--- config.mk ---
export PLATFORM = sky130hd
export DESIGN_NAME = fifo_rd_ctrl
export DESIGN_NICKNAME = d
export VERILOG_FILES = /design/src/rtl/fifo_rd_ctrl_pkg.sv /design/src/rtl/fifo_ptr_sync.sv /design/src/rtl/fifo_rd_ctrl.sv
export SDC_FILE = /design/constraint.sdc
export NUM_CORES = 1
export LEC_CHECK = 0
export BUFFER_PORTS_ARGS = -buffer_cell sky130_fd_sc_hd__buf_4
export CORE_MARGIN = 4
export CORE_UTILIZATION = 30
export CTS_CLUSTER_DIAMETER = 100
export DETAILED_ROUTE_END_ITERATION = 10
export MAX_ROUTING_LAYER = met4
export PLACE_DENSITY = 0.56
export SLEW_MARGIN = 0
export SYNTH_ARGS = -nofsm -noshare
export SYNTH_HDL_FRONTEND = slang
export SYNTH_HIERARCHICAL = 1
export SYNTH_SLANG_ARGS = --single-unit
export TNS_END_PERCENT = 1
--- constraint.sdc ---
create_clock -name I_RD_CLK -period 3.6 [get_ports I_RD_CLK]
set_input_delay 0.9 -clock I_RD_CLK [delete_from_list [all_inputs] [get_ports I_RD_CLK]]
set_output_delay 0.9 -clock I_RD_CLK [all_outputs]
set_load 0.005 [all_outputs]
--- src/rtl/fifo_rd_ctrl_pkg.sv ---
// Shared dual-clock FIFO definitions: output-stage FSM encoding and Gray/binary helpers.
// The write side uses the same helpers, so keep them width-agnostic (zero-extended 32-bit).
package fifo_rd_ctrl_pkg;

  localparam int unsigned CONV_W = 32;

  typedef enum logic {
    ST_IDLE = 1'b0,
    ST_FULL = 1'b1
  } rd_state_e;

  function automatic logic [CONV_W-1:0] bin2gray(input logic [CONV_W-1:0] bin);
    return bin ^ (bin >> 1);
  endfunction

  // Prefix XOR from the MSB down; upper unused bits must be zero.
  function automatic logic [CONV_W-1:0] gray2bin(input logic [CONV_W-1:0] gray);
    logic [CONV_W-1:0] bin;
    bin = gray;
    for (int unsigned i = 1; i < CONV_W; i++) begin
      bin = bin ^ (gray >> i);
    end
    return bin;
  endfunction

endpackage

--- src/rtl/fifo_ptr_sync.sv ---
// Multi-flop synchroniser for a Gray-coded FIFO pointer crossing clock domains.
// Only one bit changes per source update, so per-bit sampling stays coherent.
module fifo_ptr_sync #(
  parameter int unsigned W      = 5,
  parameter int unsigned STAGES = 2
) (
  input  logic         clk,
  input  logic         rst_n,
  input  logic [W-1:0] d,
  output logic [W-1:0] q
);

  logic [W-1:0] sync_q [STAGES];

  always_ff @(posedge clk or negedge rst_n) begin
    if (!rst_n) begin
      for (int unsigned i = 0; i < STAGES; i++) begin
        sync_q[i] <= '0;
      end
    end else begin
      sync_q[0] <= d;
      for (int unsigned i = 1; i < STAGES; i++) begin
        sync_q[i] <= sync_q[i-1];
      end
    end
  end

  assign q = sync_q[STAGES-1];

endmodule

--- src/rtl/fifo_rd_ctrl.sv ---
// Read-side controller of the dual-clock FIFO: write-pointer sync, read pointer,
// FWFT output register with valid/ready, and empty / almost-empty / level flags.
module fifo_rd_ctrl
  import fifo_rd_ctrl_pkg::*;
#(
  parameter int unsigned DW          = 8,
  parameter int unsigned AW          = 4,
  parameter int unsigned SYNC_STAGES = 2,
  parameter int unsigned AE_THRESH   = 1
) (
  input  logic          I_RD_CLK,
  input  logic          I_RD_RST_N,
  input  logic [AW:0]   I_RD_WR_PTR,
  input  logic [DW-1:0] I_RD_DATA,
  output logic [AW-1:0] O_RD_ADDR,
  output logic [AW:0]   O_RD_PTR,
  output logic [DW-1:0] O_RD_DATA,
  output logic          O_RD_VALID,
  input  logic          I_RD_READY,
  output logic          O_RD_EMPTY,
  output logic          O_RD_AEMPTY,
  output logic [AW:0]   O_RD_LEVEL
);

  localparam int unsigned PW = AW + 1;

  rd_state_e     state_q, state_d;
  logic [PW-1:0] wq;
  logic [PW-1:0] wb;
  logic [PW-1:0] r_rd_bin;
  logic [PW-1:0] r_rd_gray;
  logic [PW-1:0] rd_bin_nxt;
  logic [PW-1:0] level;
  logic [DW-1:0] r_data;
  logic          mem_empty;
  logic          load;

  fifo_ptr_sync #(
    .W      (PW),
    .STAGES (SYNC_STAGES)
  ) u_wr_ptr_sync (
    .clk   (I_RD_CLK),
    .rst_n (I_RD_RST_N),
    .d     (I_RD_WR_PTR),
    .q     (wq)
  );

  // Flags and level derive only from registered pointers.
  assign mem_empty  = (r_rd_gray == wq);
  assign wb         = PW'(gray2bin(CONV_W'(wq)));
  assign level      = wb - r_rd_bin;
  assign rd_bin_nxt = r_rd_bin + PW'(1);
  assign load       = !mem_empty && ((state_q == ST_IDLE) || I_RD_READY);

  // Read pointer (binary + Gray) and FWFT data register.
  always_ff @(posedge I_RD_CLK or negedge I_RD_RST_N) begin
    if (!I_RD_RST_N) begin
      r_rd_bin  <= '0;
      r_rd_gray <= '0;
      r_data    <= '0;
    end else if (load) begin
      r_rd_bin  <= rd_bin_nxt;
      r_rd_gray <= PW'(bin2gray(CONV_W'(rd_bin_nxt)));
      r_data    <= I_RD_DATA;
    end
  end

  always_ff @(posedge I_RD_CLK or negedge I_RD_RST_N) begin
    if (!I_RD_RST_N) begin
      state_q <= ST_IDLE;
    end else begin
      state_q <= state_d;
    end
  end

  // Output-register occupancy: a load refills, an accept with nothing to load drains.
  always_comb begin
    state_d = state_q;
    unique case (state_q)
      ST_IDLE: begin
        if (load) begin
          state_d = ST_FULL;
        end
      end
      ST_FULL: begin
        if (I_RD_READY && !load) begin
          state_d = ST_IDLE;
        end
      end
      default: state_d = ST_IDLE;
    endcase
  end

  assign O_RD_ADDR   = r_rd_bin[AW-1:0];
  assign O_RD_PTR    = r_rd_gray;
  assign O_RD_DATA   = r_data;
  assign O_RD_VALID  = (state_q == ST_FULL);
  assign O_RD_EMPTY  = mem_empty;
  assign O_RD_LEVEL  = level;
  assign O_RD_AEMPTY = (level <= PW'(AE_THRESH));

endmodule
-- Word level (Yosys, flattened, before mapping)
Index checks and enable logic that the tools add are counted.
- word-level logic and storage cells: 24
- input bits: 16
- register bits after elaboration: 29
- multiplexer cells: 3
- equal/unequal tests: 1
- order comparisons: 1
- $add $sub $neg: 2
- bitwise gates (word level): 6
- reduce and logical (&&, ||, !) cells: 5
- operators by type and width (cell ; number):
    $xor 5x4->5 ; 2
    $add 5x1->5 const B ; 1
    $eq 5x5->1 ; 1
    $le 5x1->1 const B ; 1
    $sub 5x5->5 ; 1
    $xor 5x1->5 ; 1
    $xor 5x2->5 ; 1
    $xor 5x3->5 ; 1
    $logic_and 1x1->1 ; 2
    $logic_not 1->1 ; 2
    $mux 1 ; 2
    $pmux 1 s2 ; 1
    $logic_or 1x1->1 ; 1
    $not 1->1 ; 1

-- Depth between registers and ports, before layout
- depth in word-level cells: 7
- mapped depth: 12

-- Modules after synthesis
The synthesis kept the hierarchy.
- modules (own cells, without submodules) (module ; area an instance (um2) ; sequential area each (um2) ; cells an instance ; times used):
    fifo_rd_ctrl ; 1071.0 ; 450.4 ; 88 ; 1
    fifo_ptr_sync ; 287.8 ; 250.2 ; 15 ; 1

-- Worst setup path before layout
OpenSTA, ideal clock, no wires.
- path kind: flip-flop to output port
- start: register u_wr_ptr_sync.sync_q (netlist bit u_wr_ptr_sync/q[3])
- end: output port O_RD_AEMPTY
- required time: 2.700 ns
- path slack: 0.127 ns
- arrival time: 2.573 ns
- cell stages (with the launch flop): 13
- path buffers: 1
- cell sequence: dfrtp_1 > buf_4 > xor2_2 > xor2_2 > xor2_1 > xnor2_1 > ha_1 > inv_1 > fa_1 > a21o_1 > a21oi_1 > xnor2_1 > nor4_1
- cells in the longest elaborated chain, start to end: 6
- ends and longest elaborated chain (element ; RTL line ; RTL):
    start, declared ; fifo_ptr_sync.sv:13 ; logic [W-1:0] sync_q [STAGES];
    start signal, assigned by index ; fifo_ptr_sync.sv:23 ; sync_q[i] <= sync_q[i-1];
    $xor 5x4->5 ; fifo_rd_ctrl_pkg.sv:21 ; bin = bin ^ (gray >> i);
    $xor 5x3->5 ; fifo_rd_ctrl_pkg.sv:21 ;
    $xor 5x2->5 (*) ; fifo_rd_ctrl_pkg.sv:21 ;
    $xor 5x1->5 (*) ; fifo_rd_ctrl_pkg.sv:21 ;
    $sub 5x5->5 (*) ; fifo_rd_ctrl.sv:51 ; assign level = wb - r_rd_bin;
    named net O_RD_LEVEL[4] ; fifo_rd_ctrl.sv:22 ; output logic [AW:0] O_RD_LEVEL
    $le 5x1->1 (*) ; fifo_rd_ctrl.sv:100 ; assign O_RD_AEMPTY = (level <= PW'(AE_THRESH));
    end, declared ; fifo_rd_ctrl.sv:21 ; output logic O_RD_AEMPTY,
Mark *: on every way through the listed nets, which the timed path passes. The rest lies on a longest branch.

-- Worst setup path in the final report
- start: register u_wr_ptr_sync.sync_q (netlist bit u_wr_ptr_sync/q[3])
- end: output port O_RD_AEMPTY
- cells in the longest elaborated chain, start to end: 6
- ends and longest elaborated chain (element ; RTL line):
    $xor 5x4->5 ; fifo_rd_ctrl_pkg.sv:21
    $xor 5x3->5 ; fifo_rd_ctrl_pkg.sv:21
    $xor 5x2->5 (*) ; fifo_rd_ctrl_pkg.sv:21
    $xor 5x1->5 (*) ; fifo_rd_ctrl_pkg.sv:21
    $sub 5x5->5 (*) ; fifo_rd_ctrl.sv:51
    $le 5x1->1 (*) ; fifo_rd_ctrl.sv:100
Mark *: on every way between the ends. The rest lies on a longest branch, timed or not.

==> flow_summary.toml <==
[outcome]
status = "complete, but fails checks"
violations = "setup timing"

[synth]
yosysUniqueCellTypes = 27
synth_area_um2 = 1360
synth_edf_count = 0
netlist_instances = 103
synthXorXnorAreaFrac_pct = 15.8
synth.avg_cell_area_um2 = 13.2
yosysSeqAreaShare_pct = 51.6
synth_ff_type = "dfrtp_1"
synth_adder_area_share_pct = 6.08
synthMuxAreaShare_pct = 9.67
synth_compound_gate_area_share_pct = 4.51
ys_ff_latch = 28
async_reset_ff_share_pct = 100
yosysWarnings = 6
synth_top_family_by_area = "XOR/XNOR gates"
synth_simple_gate_area_share_pct = 4.79
syn_nets = 125

[cells_and_area]
ff_latch_area_um2 = 701
multi_input_area_um2 = 578
area_growth_pct = 30.8
drive_gt1_share_pct = 49.3
most-common-layout-cells = "buf_4, dfrtp_1, xnor2_1, mux2_2"
fin_util_pct = 40.6
final_common_cell = "buf_4"
num-fill-cells = 438
antennaDiodeCount = 0
fin_cells = 198
nets = 169

[setup_path]
crit_end = "O_RD_AEMPTY"
worstPathArrival_ns = 2.80
cp_max_fo = 2
cpPeakStageDelay_ns = 0.41
crit_path_start = "u_wr_ptr_sync/q[3]$_DFF_PN0_"
path_cells = "xor2_2 > xor2_2 > xor2_1 > xnor2_1 > ha_2 > inv_2 > fa_2 > a21o_1 > a21oi_2 > xnor2_2 > nor4_2 > buf_4"
cpMostUsedCell = "xor2_2"
crit_required_ns = 2.70
worst-setup-path-type = "flip-flop to output pin"
reg2reg_depth = 5
cp_slowest_cell = "dfrtp_1"
r2r-start = "u_wr_ptr_sync/q[4]$_DFF_PN0_"
end_kind = "output pin"
rrSetupSlack_ns = 1.58
startpoint_type = "flip-flop"
reg2reg_to = "O_RD_DATA[6]$_DFFE_PN0P_"

[clock_tree]
cts-root-buf = "clkbuf_8"
cts_tree = "yes"
clk_path_buf_depth = 2
path_clk_slew_ns = 0.09
clock_sinks = 28
htreeDepth = 1
ctsHoldBuffers = 0
numCtsBuffers = 3
clk_latency_ns = 0.27

[route]
ant_nets = 0
drt-pass1-iter-count = 4
drtIter0Drc = 29
route.detailed.drc = 0
routedWlPerCell_um = 13.3
wirelength_um = 2630
viasPerCell = 4.41
vias = 873

[timing]
timing.slew.headroom_pct = 46.2
post-route-min-period_ns = 3.70
layout_setup_ws_ns = -0.0987
setup_violations = 2
hold_violations = 0
worst_slew_pin_slew_ns = 0.807
worst_clock_skew_ns = 0.00612
max_freq_mhz = 270
maxSlewViolCount = 0
rsz0062_at_grt = "true"
finalCritPeriodShare_pct = 103

[global_routing]
grt_pass1_wl_um = 4050
grt_max_degree = 29
grt_pass1_vias = 848
grt_overflow = 0
antenna_found_initial = 0
grt_use_total_pct = 9.87

[floorplan]
start_util_pct = 31.0
fp.dieArea_um2 = 5670
dieHeight_um = 75.3
boundaryPins = 41
core_area_um2 = 4380
fp.dieW_um = 75.3
rows = 24

[flow_run]
cap_violations = 0

[pwr]
vdd_ir_drop_max_uv = 260
p_leak_nw = 0.830
p_per_area_nw_per_um2 = 851

[place]
pre_cts_ws_ns = -0.00862
place_congestion = 0.830
dp.cells = 188
io_buffers = 40
hpwl_um = 2040

[hold_path]
hold_path_class = "flip-flop to flip-flop"
cells in the mapped netlist (3+ instances only):
cell type	count	area, um^2
dfrtp_1	28	701
mux2_2	9	101
xnor2_1	14	123
buf_4	5	37.5
inv_1	6	22.5
ha_1	5	62.6
nand2_1	3	11.3
xor2_1	5	43.8
a21oi_1	3	15.0
final cells by class:
| type | instances | area share, % |
|---|---|---|
| multi-input combinational | 61 | 32.5 |
| timing repair buffer | 47 | 20.1 |
| clock buffer | 4 | 3.10 |
| tap | 52 | 3.66 |
| inverter | 6 | 1.27 |
| sequential | 28 | 39.4 |
power breakdown:
group / leakage [nW] / internal [W] / switching, W
clock network: 0.0288 / 0.0000977 / 0.0000906
registers: 0.325 / 0.000396 / 0.0000934
logic: 0.477 / 0.000491 / 0.000343
worst max-delay path: cells and delay by family, from the launching register on:
family / cells / cell delay [ns]
compound gates: 2 / 0.36
xor+xnor: 5 / 0.89
fa+ha+maj: 2 / 0.54
buf+inv: 2 / 0.19
flops: 1 / 0.41
simple gates: 1 / 0.15
metrics by stage:
| step | TNS [ns] | power (W) | hold slack [ns] | area [um^2] |
|---|---|---|---|---|
| detailed placement | -0.00862 | 0.00126 | 0.338 | 1650 |
| floorplan | 0 | 0.000953 | 0.331 | 1360 |
| global route | -0.463 | 0.00163 | 0.370 | 1780 |
| global placement | 0 | 0.00123 | 0.335 | 1650 |
| finish | -0.169 | 0.00151 | 0.358 | 1780 |
| CTS | -0.371 | 0.00151 | 0.360 | 1750 |
sequential cells by signal, summed over array words and instances, names as in the netlist:
| name | count |
|---|---|
| u_wr_ptr_sync/sync_q | 5 |
| O_RD_DATA | 8 |
| r_rd_bin | 5 |
| u_wr_ptr_sync/q | 5 |
| O_RD_VALID | 1 |
| O_RD_PTR | 4 |
worst min-delay path by stage:
| stage | start | endpoint | cells past startpoint |
|---|---|---|---|
| floorplan | u_wr_ptr_sync/sync_q[5]$_DFF_PN0_ | u_wr_ptr_sync/q[0]$_DFF_PN0_ | 0 |
| global placement | u_wr_ptr_sync/sync_q[5]$_DFF_PN0_ | u_wr_ptr_sync/q[0]$_DFF_PN0_ | 0 |
| detailed placement | u_wr_ptr_sync/sync_q[7]$_DFF_PN0_ | u_wr_ptr_sync/q[2]$_DFF_PN0_ | 0 |
| CTS | u_wr_ptr_sync/sync_q[7]$_DFF_PN0_ | u_wr_ptr_sync/q[2]$_DFF_PN0_ | 0 |
| global route | u_wr_ptr_sync/sync_q[6]$_DFF_PN0_ | u_wr_ptr_sync/q[1]$_DFF_PN0_ | 0 |
| finish | u_wr_ptr_sync/sync_q[9]$_DFF_PN0_ | u_wr_ptr_sync/q[4]$_DFF_PN0_ | 0 |
routing by layer:
layer | part of all wire (%) | global-route usage (%) | up-vias
met3 | 5.0 | 1.98 | 4
met4 | 2.3 | 5.83 | 0
li1 | - | - | 420
met5 | 0 | - | -
met2 | 52 | 14.9 | 20
met1 | 41 | 12.3 | 429
cell families after synthesis:
group / after synthesis
XOR/XNOR: 22
multiplexers: 11
adder cells (fa/ha/maj): 6
buffers and inverters: 14
AND/OR/NAND/NOR: 12
flip-flops: 28
AO/OA/AOI/OAI: 10
repair_timing:
action | CTS | global route
endpoints found under the hold margin | 0 | 0
pin swaps | 9 | 9
setup endpoints to repair | 2 | 2
resized for setup | 5 | 2
setup buffers | 4 | 2
Power figures use the tool's default switching activity.
